--- config.mk ---
export PLATFORM = sky130hd
export DESIGN_NAME = serial_config_engine
export DESIGN_NICKNAME = d
export VERILOG_FILES = /design/src/rtl/serial_config_engine.sv
export SDC_FILE = /design/constraint.sdc
export NUM_CORES = 1
export LEC_CHECK = 0
export ABC_AREA = 1
export CORE_MARGIN = 5
export CORE_UTILIZATION = 30
export CTS_BUF_LIST = sky130_fd_sc_hd__clkbuf_4 sky130_fd_sc_hd__clkbuf_8 sky130_fd_sc_hd__clkbuf_16
export CTS_CLUSTER_DIAMETER = 40
export DETAILED_ROUTE_END_ITERATION = 10
export GPL_TIMING_DRIVEN = 0
export REMOVE_ABC_BUFFERS = 1
export SLEW_MARGIN = 20
export SYNTH_ARGS = -nofsm -noshare
export SYNTH_HDL_FRONTEND = slang
export SYNTH_SLANG_ARGS = --single-unit
--- constraint.sdc ---
create_clock -name clkin -period 2.8 [get_ports clkin]
set_clock_uncertainty 0.2 [all_clocks]
set_input_delay 0.56 -clock clkin [delete_from_list [all_inputs] [get_ports clkin]]
set_output_delay 0.56 -clock clkin [all_outputs]
set_load 0.02 [all_outputs]
--- src/rtl/serial_config_engine.sv ---
// Serial configuration engine: shifts a NUM_REGS x REG_W image into the TDC scan chain,
// optionally reads it back through p_sdo and flags mismatches; supports periodic auto-refresh.
module serial_config_engine #(
  parameter int unsigned NUM_REGS     = 13,
  parameter int unsigned REG_W        = 8,
  parameter int unsigned CLKDIV       = 4,
  parameter int unsigned RESET_CYCLES = 16,
  parameter bit          VERIFY       = 1'b1,
  parameter bit          INVERT_OUT   = 1'b1
) (
  input  logic                      clkin,
  input  logic                      rst,
  input  logic [NUM_REGS*REG_W-1:0] cfg_bus,
  input  logic                      start,
  input  logic                      refresh_tick,
  input  logic                      auto_refresh_en,
  input  logic                      p_sdo,
  output logic                      p_reset,
  output logic                      p_sck,
  output logic                      p_sda,
  output logic                      p_scapt,
  output logic                      busy,
  output logic                      done,
  output logic                      mismatch,
  output logic [15:0]               err_count
);

  localparam int unsigned TOTAL = NUM_REGS * REG_W;
  localparam int unsigned BitW  = $clog2(TOTAL + 1);
  localparam int unsigned IdxW  = (TOTAL > 1) ? $clog2(TOTAL) : 1;
  localparam int unsigned DivW  = $clog2(2 * CLKDIV);
  localparam int unsigned RstW  = (RESET_CYCLES > 1) ? $clog2(RESET_CYCLES) : 1;

  localparam logic [BitW-1:0] BitLast = BitW'(TOTAL - 1);
  localparam logic [DivW-1:0] DivLast = DivW'(2 * CLKDIV - 1);
  localparam logic [DivW-1:0] DivHigh = DivW'(CLKDIV);
  localparam logic [DivW-1:0] DivRise = DivW'(CLKDIV - 1);
  localparam logic [RstW-1:0] RstLast = RstW'(RESET_CYCLES - 1);

  typedef enum logic [2:0] {StIdle, StRstp, StShift, StCapt, StVrfy, StDone} state_e;

  state_e            state_q, state_d;
  logic [BitW-1:0]   bit_q, bit_d;
  logic [DivW-1:0]   div_q, div_d;
  logic [RstW-1:0]   rcnt_q, rcnt_d;
  logic [TOTAL-1:0]  image_q;
  logic [IdxW-1:0]   idx_q, idx_d;
  logic              trig, in_shift_d, sample;

  assign trig = start | (refresh_tick & auto_refresh_en);

  // Bits go out MSB first: bit counter n addresses image bit TOTAL-1-n.
  assign idx_q      = IdxW'(BitLast - bit_q);
  assign idx_d      = IdxW'(BitLast - bit_d);
  assign in_shift_d = (state_d == StShift) || (state_d == StVrfy);
  // p_sdo is taken on the clkin edge that raises sck, before the chip shifts.
  assign sample     = (state_q == StVrfy) && (div_q == DivRise);

  always_comb begin
    state_d = state_q;
    bit_d   = bit_q;
    div_d   = div_q;
    rcnt_d  = rcnt_q;
    case (state_q)
      StIdle: begin
        if (trig) begin
          state_d = StRstp;
          rcnt_d  = '0;
        end
      end
      StRstp: begin
        if (rcnt_q == RstLast) begin
          state_d = StShift;
          bit_d   = '0;
          div_d   = '0;
        end else begin
          rcnt_d = rcnt_q + RstW'(1);
        end
      end
      StShift, StVrfy: begin
        if (div_q == DivLast) begin
          div_d = '0;
          if (bit_q == BitLast) begin
            state_d = (state_q == StShift) ? StCapt : StDone;
          end else begin
            bit_d = bit_q + BitW'(1);
          end
        end else begin
          div_d = div_q + DivW'(1);
        end
      end
      StCapt: begin
        if (div_q == DivLast) begin
          div_d   = '0;
          bit_d   = '0;
          state_d = VERIFY ? StVrfy : StDone;
        end else begin
          div_d = div_q + DivW'(1);
        end
      end
      StDone:  state_d = StIdle;
      default: state_d = StIdle;
    endcase
  end

  // Outputs are registered from the next state so they line up with the state they describe.
  always_ff @(posedge clkin) begin
    if (rst) begin
      state_q   <= StIdle;
      bit_q     <= '0;
      div_q     <= '0;
      rcnt_q    <= '0;
      image_q   <= '0;
      p_reset   <= INVERT_OUT;
      p_sck     <= INVERT_OUT;
      p_sda     <= INVERT_OUT;
      p_scapt   <= INVERT_OUT;
      busy      <= 1'b0;
      done      <= 1'b0;
      mismatch  <= 1'b0;
      err_count <= '0;
    end else begin
      state_q <= state_d;
      bit_q   <= bit_d;
      div_q   <= div_d;
      rcnt_q  <= rcnt_d;
      if (state_q == StIdle && trig) begin
        image_q  <= cfg_bus;
        mismatch <= 1'b0;
      end else if (sample && (p_sdo != image_q[idx_q])) begin
        mismatch <= 1'b1;
      end
      if (state_d == StDone && mismatch && err_count != 16'hFFFF) begin
        err_count <= err_count + 16'd1;
      end
      p_reset <= (state_d == StRstp) ^ INVERT_OUT;
      p_sck   <= (in_shift_d && (div_d >= DivHigh)) ^ INVERT_OUT;
      p_sda   <= (in_shift_d && image_q[idx_d]) ^ INVERT_OUT;
      p_scapt <= (state_d == StCapt) ^ INVERT_OUT;
      busy    <= (state_d != StIdle) && (state_d != StDone);
      done    <= (state_d == StDone);
    end
  end

endmodule
==> results_dict.tcl, run 1 <==
set metrics [dict create \
    vias 8658 \
    crit_buf_inv 3 \
    die_w_um 171.4 \
    drive_gt1_share_pct 14.17 \
    synth-edff-count 0 \
    cts-root-buf "clkbuf_16" \
    first_iter_violations 833 \
    worst_ep_arrival_time_ps 2900 \
    pwr-share-comb_pct 14.9 \
    gr-usage-all-layers_pct 18.27 \
    totalPowerFinal_uw 5401 \
    p_int_uw 3875 \
    die_area_um2 29380 \
    start_util_pct 30.25 \
    synth_area_um2 7815 \
    max-slew-margin-rel_pct 57.00 \
    critPathTopFamily "simple AND/OR/NAND/NOR gates" \
    mostFrequentLayoutCell "nor2_1" \
    insertion_delay_ps 430 \
    layout_common_cells "nor2_1 (238), o21ai_0 (160), nand2_1 (157)" \
    place_ws_ps -1915 \
    clk_pin_slew_ps 60 \
    coreArea_um2 25840 \
    path_class "reg2reg" \
    yosys.area.top_type_share_pct 36.89 \
    seqPwrFrac_pct 43.1 \
    viasPerCell 5.144 \
    dp.cells 1579 \
    switching_share_pct 28.25 \
    max_stage_delay_ps 370 \
    first_pass_iters 7 \
    path_cells "ha_4, ha_4, nand2_4, nor2_4, nor2_4, nand3_2, nor2_2, nor2_2, a31oi_4, inv_4, ha_4, inv_4, buf_4, nand3_1, nand2_1, nand2_1, a21oi_2, nand2_2" \
    p_leak_uw 0.004260 \
    rsz0062_at_grt "yes" \
    vdd_ir_drop_max_mv 0.3236 \
    dp_hpwl_um 16390 \
    start_kind "flop" \
    finalHoldWorstSlack_ps 267.5 \
    grt-ovfl-total 0 \
    cts_tree "yes" \
    yosysWarnings 0 \
    multiInputGateArea_um2 4641 \
    synth_top_cell_by_area "dfxtp_1" \
    n_antenna_cell 0 \
    portBuffers 132 \
    critPathSlowestCell "dfxtp_4" \
    cp.depth 18 \
    cp-end-kind "flop" \
    rr_worst_depth 18 \
    ys_seq_area_share_pct 36.89 \
    p_clk_share_pct 42.1 \
    area_growth_pct 39.47 \
    rows 59 \
    regArea_um2 2899 \
    hold_viol 0 \
    maxSlewViolCount 0 \
    cts_buffer_depth 2 \
    fin_nets 1455 \
    hold_depth 2 \
    numClockSinks 144 \
    synthTopCellsByArea "dfxtp_1 (37%), nor2_1 (12%), o21ai_0 (10%)" \
    grt_pass1_wl_um 42790 \
    ioPinCount 133 \
    drt_wl_total_um 28670 \
    cp.required_ps 2920 \
    wl_per_cell_um 17.03 \
    drc 0 \
    gp_congestion 0.8799 \
    hp-class "reg2reg" \
    timing.final.crit_share_pct 99.14 \
    status "finished clean" \
    max_cap_violations 0 \
    ys_async_sr_fraction_pct 0 \
    finalSetupViolCount 0 \
    die_h_um 171.4 \
    fmaxAchievable_mhz 360.2 \
    ys_seq_elements 144 \
    fillers 2641 \
    instances_no_fill 1683 \
    ant_nets 0 \
    cts_hold_buf 0 \
    critPathMostFrequentCell "ha_4" \
    antenna_found_initial 0 \
    synthDistinctLibCells 42 \
    period_needed_ps 2776 \
    synthFlopType "dfxtp_1" \
    fin_ws_ps 24.04 \
    htree_levels 4 \
    tightest_slew_ps 644.3 \
    switchingPower_uw 1526 \
    syn_area_per_cell_um2 6.623 \
    syn-instance-count 1180 \
    cellPowerDensity_nw_per_um2 495.5 \
    grt_pass1_vias 7953 \
    grt_max_degree 88 \
    path_max_fanout 5 \
    finalSetupTns_ps 0 \
    cts_buffers 17 \
]
==> cell type report <==
class	count	area share, %
multi-input cells	895	42.58
flip-flops and latches	144	26.60
repair buffers	198	18.20
clock buffers	20	4.225
well taps	335	3.846
inverters	76	3.180
clock inverters	12	1.148
repair inverters	3	0.2296
==> power by group through the flow <==
stage               combinational, µW  sequential [µW]  clock, µW
floorplan                         400             2330          0
global placement                  697             2370          0
detailed placement                723             2370          0
CTS                               752             2320       2310
global route                      900             2350       2400
finish                            803             2330       2270
==> per-layer routing <==
| metal | up-vias | track usage [%] | wire [µm] |
|---|---|---|---|
| li1 | 4253 | - | - |
| met1 | 3945 | 25.31 | 12510 |
| met2 | 403 | 28.74 | 13170 |
| met3 | 57 | 3.792 | 2288 |
| met4 | 0 | 5.512 | 693 |
| met5 | - | 0 | 0 |
==> kinds of logic after synthesis <==
kind of cell    Yosys count  share of synthesized area [%]
buf+inv                 148                          8.197
simple gates            610                          33.93
fa+ha+maj                10                          1.601
mux                      12                          1.537
flops                   144                          36.89
compound gates          249                          17.07
xor+xnor                  7                         0.7845
==> tightest hold or removal path: cells and delay by family, from the launching register on <==
family                 cells  cell delay, ps
DFF                        1             310
buffers and inverters      1              60
AOI/OAI and AO/OA          1              50
==> timing repair <==
item,in CTS,in global routing
endpoints found under the setup margin,25,11
gates resized for setup,41,44
cloned,5,5
pin swaps,8,24
buffers inserted,17,45
==> metrics by stage <==
step | instance area [µm²] | util, %
finish | 10900 | 42.18
global route | 10900 | 42.18
CTS | 10280 | 39.79
detailed placement | 9321 | 36.08
global placement | 9208 | 35.64
floorplan | 7467 | -
==> registers in the layout, summed over array words and instances, names as in the netlist, 2 cells and up, named ones only <==
name       count
err_count     16
state_q        3
div_q          2
bit_q          7
rcnt_q         4
image_q      104
==> cells in the mapped netlist, types with 7 or more instances <==
cell type,count
mux2i_1,12
nor2_1,242
o22ai_1,10
inv_1,64
ha_1,10
nand3_1,153
nor3_1,10
nand2_2,8
o21ai_0,161
xor2_1,7
inv_2,7
o211ai_1,10
o21ai_1,7
buf_2,20
dfxtp_1,144
nand2_1,167
clkbuf_1,38
a21oi_1,51
==> worst paths after layout <==
| check | from | endpoint | slack (ps) |
|---|---|---|---|
| hold / removal | image_q[83] | image_q[83] | 270 |
| setup / recovery | bit_q[1] | p_sda | 20 |
| hold reg to reg | image_q[83] | image_q[83] | 270 |
| setup reg to reg | bit_q[1] | p_sda | 20 |
Note: power is estimated with default switching activity, not from simulation.
==> run 2: changes to the inputs <==
CORE_ASPECT_RATIO = 1.5   (was default)
GPL_TIMING_DRIVEN = default   (was 0)
RECOVER_POWER = 100   (was default)
==> results_dict.tcl, run 2 (synthesis results as in run 1) <==
set metrics [dict create \
    status "finished clean" \
    viasPerCell 5.072 \
    max_cap_violations 0 \
    grt_pass1_wl_um 41420 \
    largest_reg_flops 104 \
    coreArea_um2 25760 \
    path_max_fanout 3 \
    tightest_slew_ps 1161 \
    cts_tree "yes" \
    layout_common_cells "nor2_1 (242), nand2_1 (165), o21ai_0 (160)" \
    totalPowerFinal_uw 5629 \
    dp_hpwl_um 18540 \
    grt_max_degree 90 \
    r2r-end "p_sda" \
    ioPinCount 133 \
    ant_nets 0 \
    finalSetupTns_ps 0 \
    largest-register "image_q" \
    start_kind "flop" \
    path_class "reg2reg" \
    hold_depth 2 \
    hold_viol 0 \
    antenna_found_initial 0 \
    htree_levels 4 \
    rsz0062_at_grt "yes" \
    min_delay_worst_endpoint "image_q[59]" \
    fmaxAchievable_mhz 374.5 \
    finalSetupViolCount 0 \
    first_pass_iters 7 \
    dp.cells 1627 \
    die_h_um 207.7 \
    worst_ep_arrival_time_ps 2810 \
    grt-ovfl-total 0 \
    rr_worst_depth 20 \
    cellPowerDensity_nw_per_um2 545.3 \
    cts_buffers 17 \
    insertion_delay_ps 440 \
    die_area_um2 29440 \
    clk_pin_slew_ps 70 \
    period_needed_ps 2670 \
    instances_no_fill 1659 \
    wl_per_cell_um 15.61 \
    die_w_um 141.8 \
    cts-root-buf "clkbuf_16" \
    p_leak_uw 0.004131 \
    maxSlewViolCount 0 \
    hp-class "reg2reg" \
    top_regs "image_q: 104 flops, err_count: 16 flops, bit_q: 7 flops" \
    mostFrequentLayoutCell "nor2_1" \
    start_util_pct 30.33 \
    vias 8414 \
    gr-usage-all-layers_pct 17.40 \
    portBuffers 132 \
    area_growth_pct 32.10 \
    timing.final.crit_share_pct 95.36 \
    fin_nets 1433 \
    drive_gt1_share_pct 9.578 \
    vdd_ir_drop_max_mv 0.4522 \
    drt_wl_total_um 25890 \
    drc 0 \
    cts_buffer_depth 2 \
    numClockSinks 144 \
    hp-start "image_q[59]" \
    max-slew-margin-rel_pct 22.60 \
    reg2reg_from "bit_q[0]" \
    n_antenna_cell 0 \
    cp-end-kind "flop" \
    rows 72 \
    r2r_slack_ps 130 \
    gp_congestion 0.9084 \
    grt_pass1_vias 8293 \
    cp.required_ps 2930 \
    first_iter_violations 544 \
]
[run 2: changes by cell type in the layout (fill, tap and decap cells not counted), sizes merged]
cell           previous run  this run
nand2                   185       179
nor2                    250       249
clkinvlp                  6         2
bufinv                    1         5
clkbuf                   20        23
dlygate4sd3               0        23
clkdlybuf4s50           131       109
inv                      77        78
clkinv                    7         5
buf                      67        49
[run 2: through the flow]
step	setup slack, ps	util [%]	area [µm²]	hold WS (ps)
floorplan	-1427	-	7467	237.9
global placement	77.75	37.55	9676	252.6
detailed placement	3.145	37.55	9676	257.5
CTS	52.22	40.11	10330	267.6
global route	-62.54	40.07	10320	290.5
finish	129.8	40.07	10320	268.0
[run 2: cell type report]
type	count	area, µm²
multi-input cells	888	4298
well taps	333	416.7
clock inverters	14	226.5
flip-flops and latches	144	2884
clock buffers	18	432.9
fillers	2823	15440
repair buffers	186	1769
inverters	76	296.5
[run 2: worst max path at each step]
stage,from,endpoint,slack [ps],cells past startpoint
floorplan,bit_q[0],p_sda,-1430,15
global placement,refresh_tick,err_count[9],80,16
detailed placement,refresh_tick,err_count[9],3,16
CTS,bit_q[0],p_sda,50,20
global route,bit_q[0],p_sda,-60,20
finish,bit_q[0],p_sda,130,20
[run 2: metal layers]
metal / global-route usage [%] / share of wire, % / up-vias
met5: 0 / 0 / -
met4: 8.974 / 4.5 / 0
met3: 3.111 / 5.5 / 69
met2: 30.53 / 51 / 293
met1: 19.88 / 39 / 3873
li1: - / - / 4179
[run 2: where the power goes]
group / internal [µW] / total [µW] / leakage [µW] / switching [µW]
registers: 2210 / 2340 / 0.00119 / 131
logic: 327 / 720 / 0.00262 / 393
clock network: 1610 / 2570 / 0.000321 / 959
total: 4150 / 5630 / 0.00413 / 1480
[run 2: critical path: stages (launching register included)]
cell and delay (ps):
dfxtp_2 320, ha_1 200, ha_1 190, nand2_2 80, nor2_4 40, nor2_4 100, nand3_1 100, nor2_1 110
nor2_1 70, a31oi_4 160, inv_2 60, ha_1 190, or2_2 320, nand2_2 90, nor2_1 40, nand2_1 50
nand2_1 60, inv_2 40, nand2_1 40, nand2_1 60, nand2_1 50
[run 2: timing repair]
item,in CTS,in global routing
setup endpoints to repair,0,3
setup buffers,0,0
hold buffers,0,0
gates resized for setup,0,8
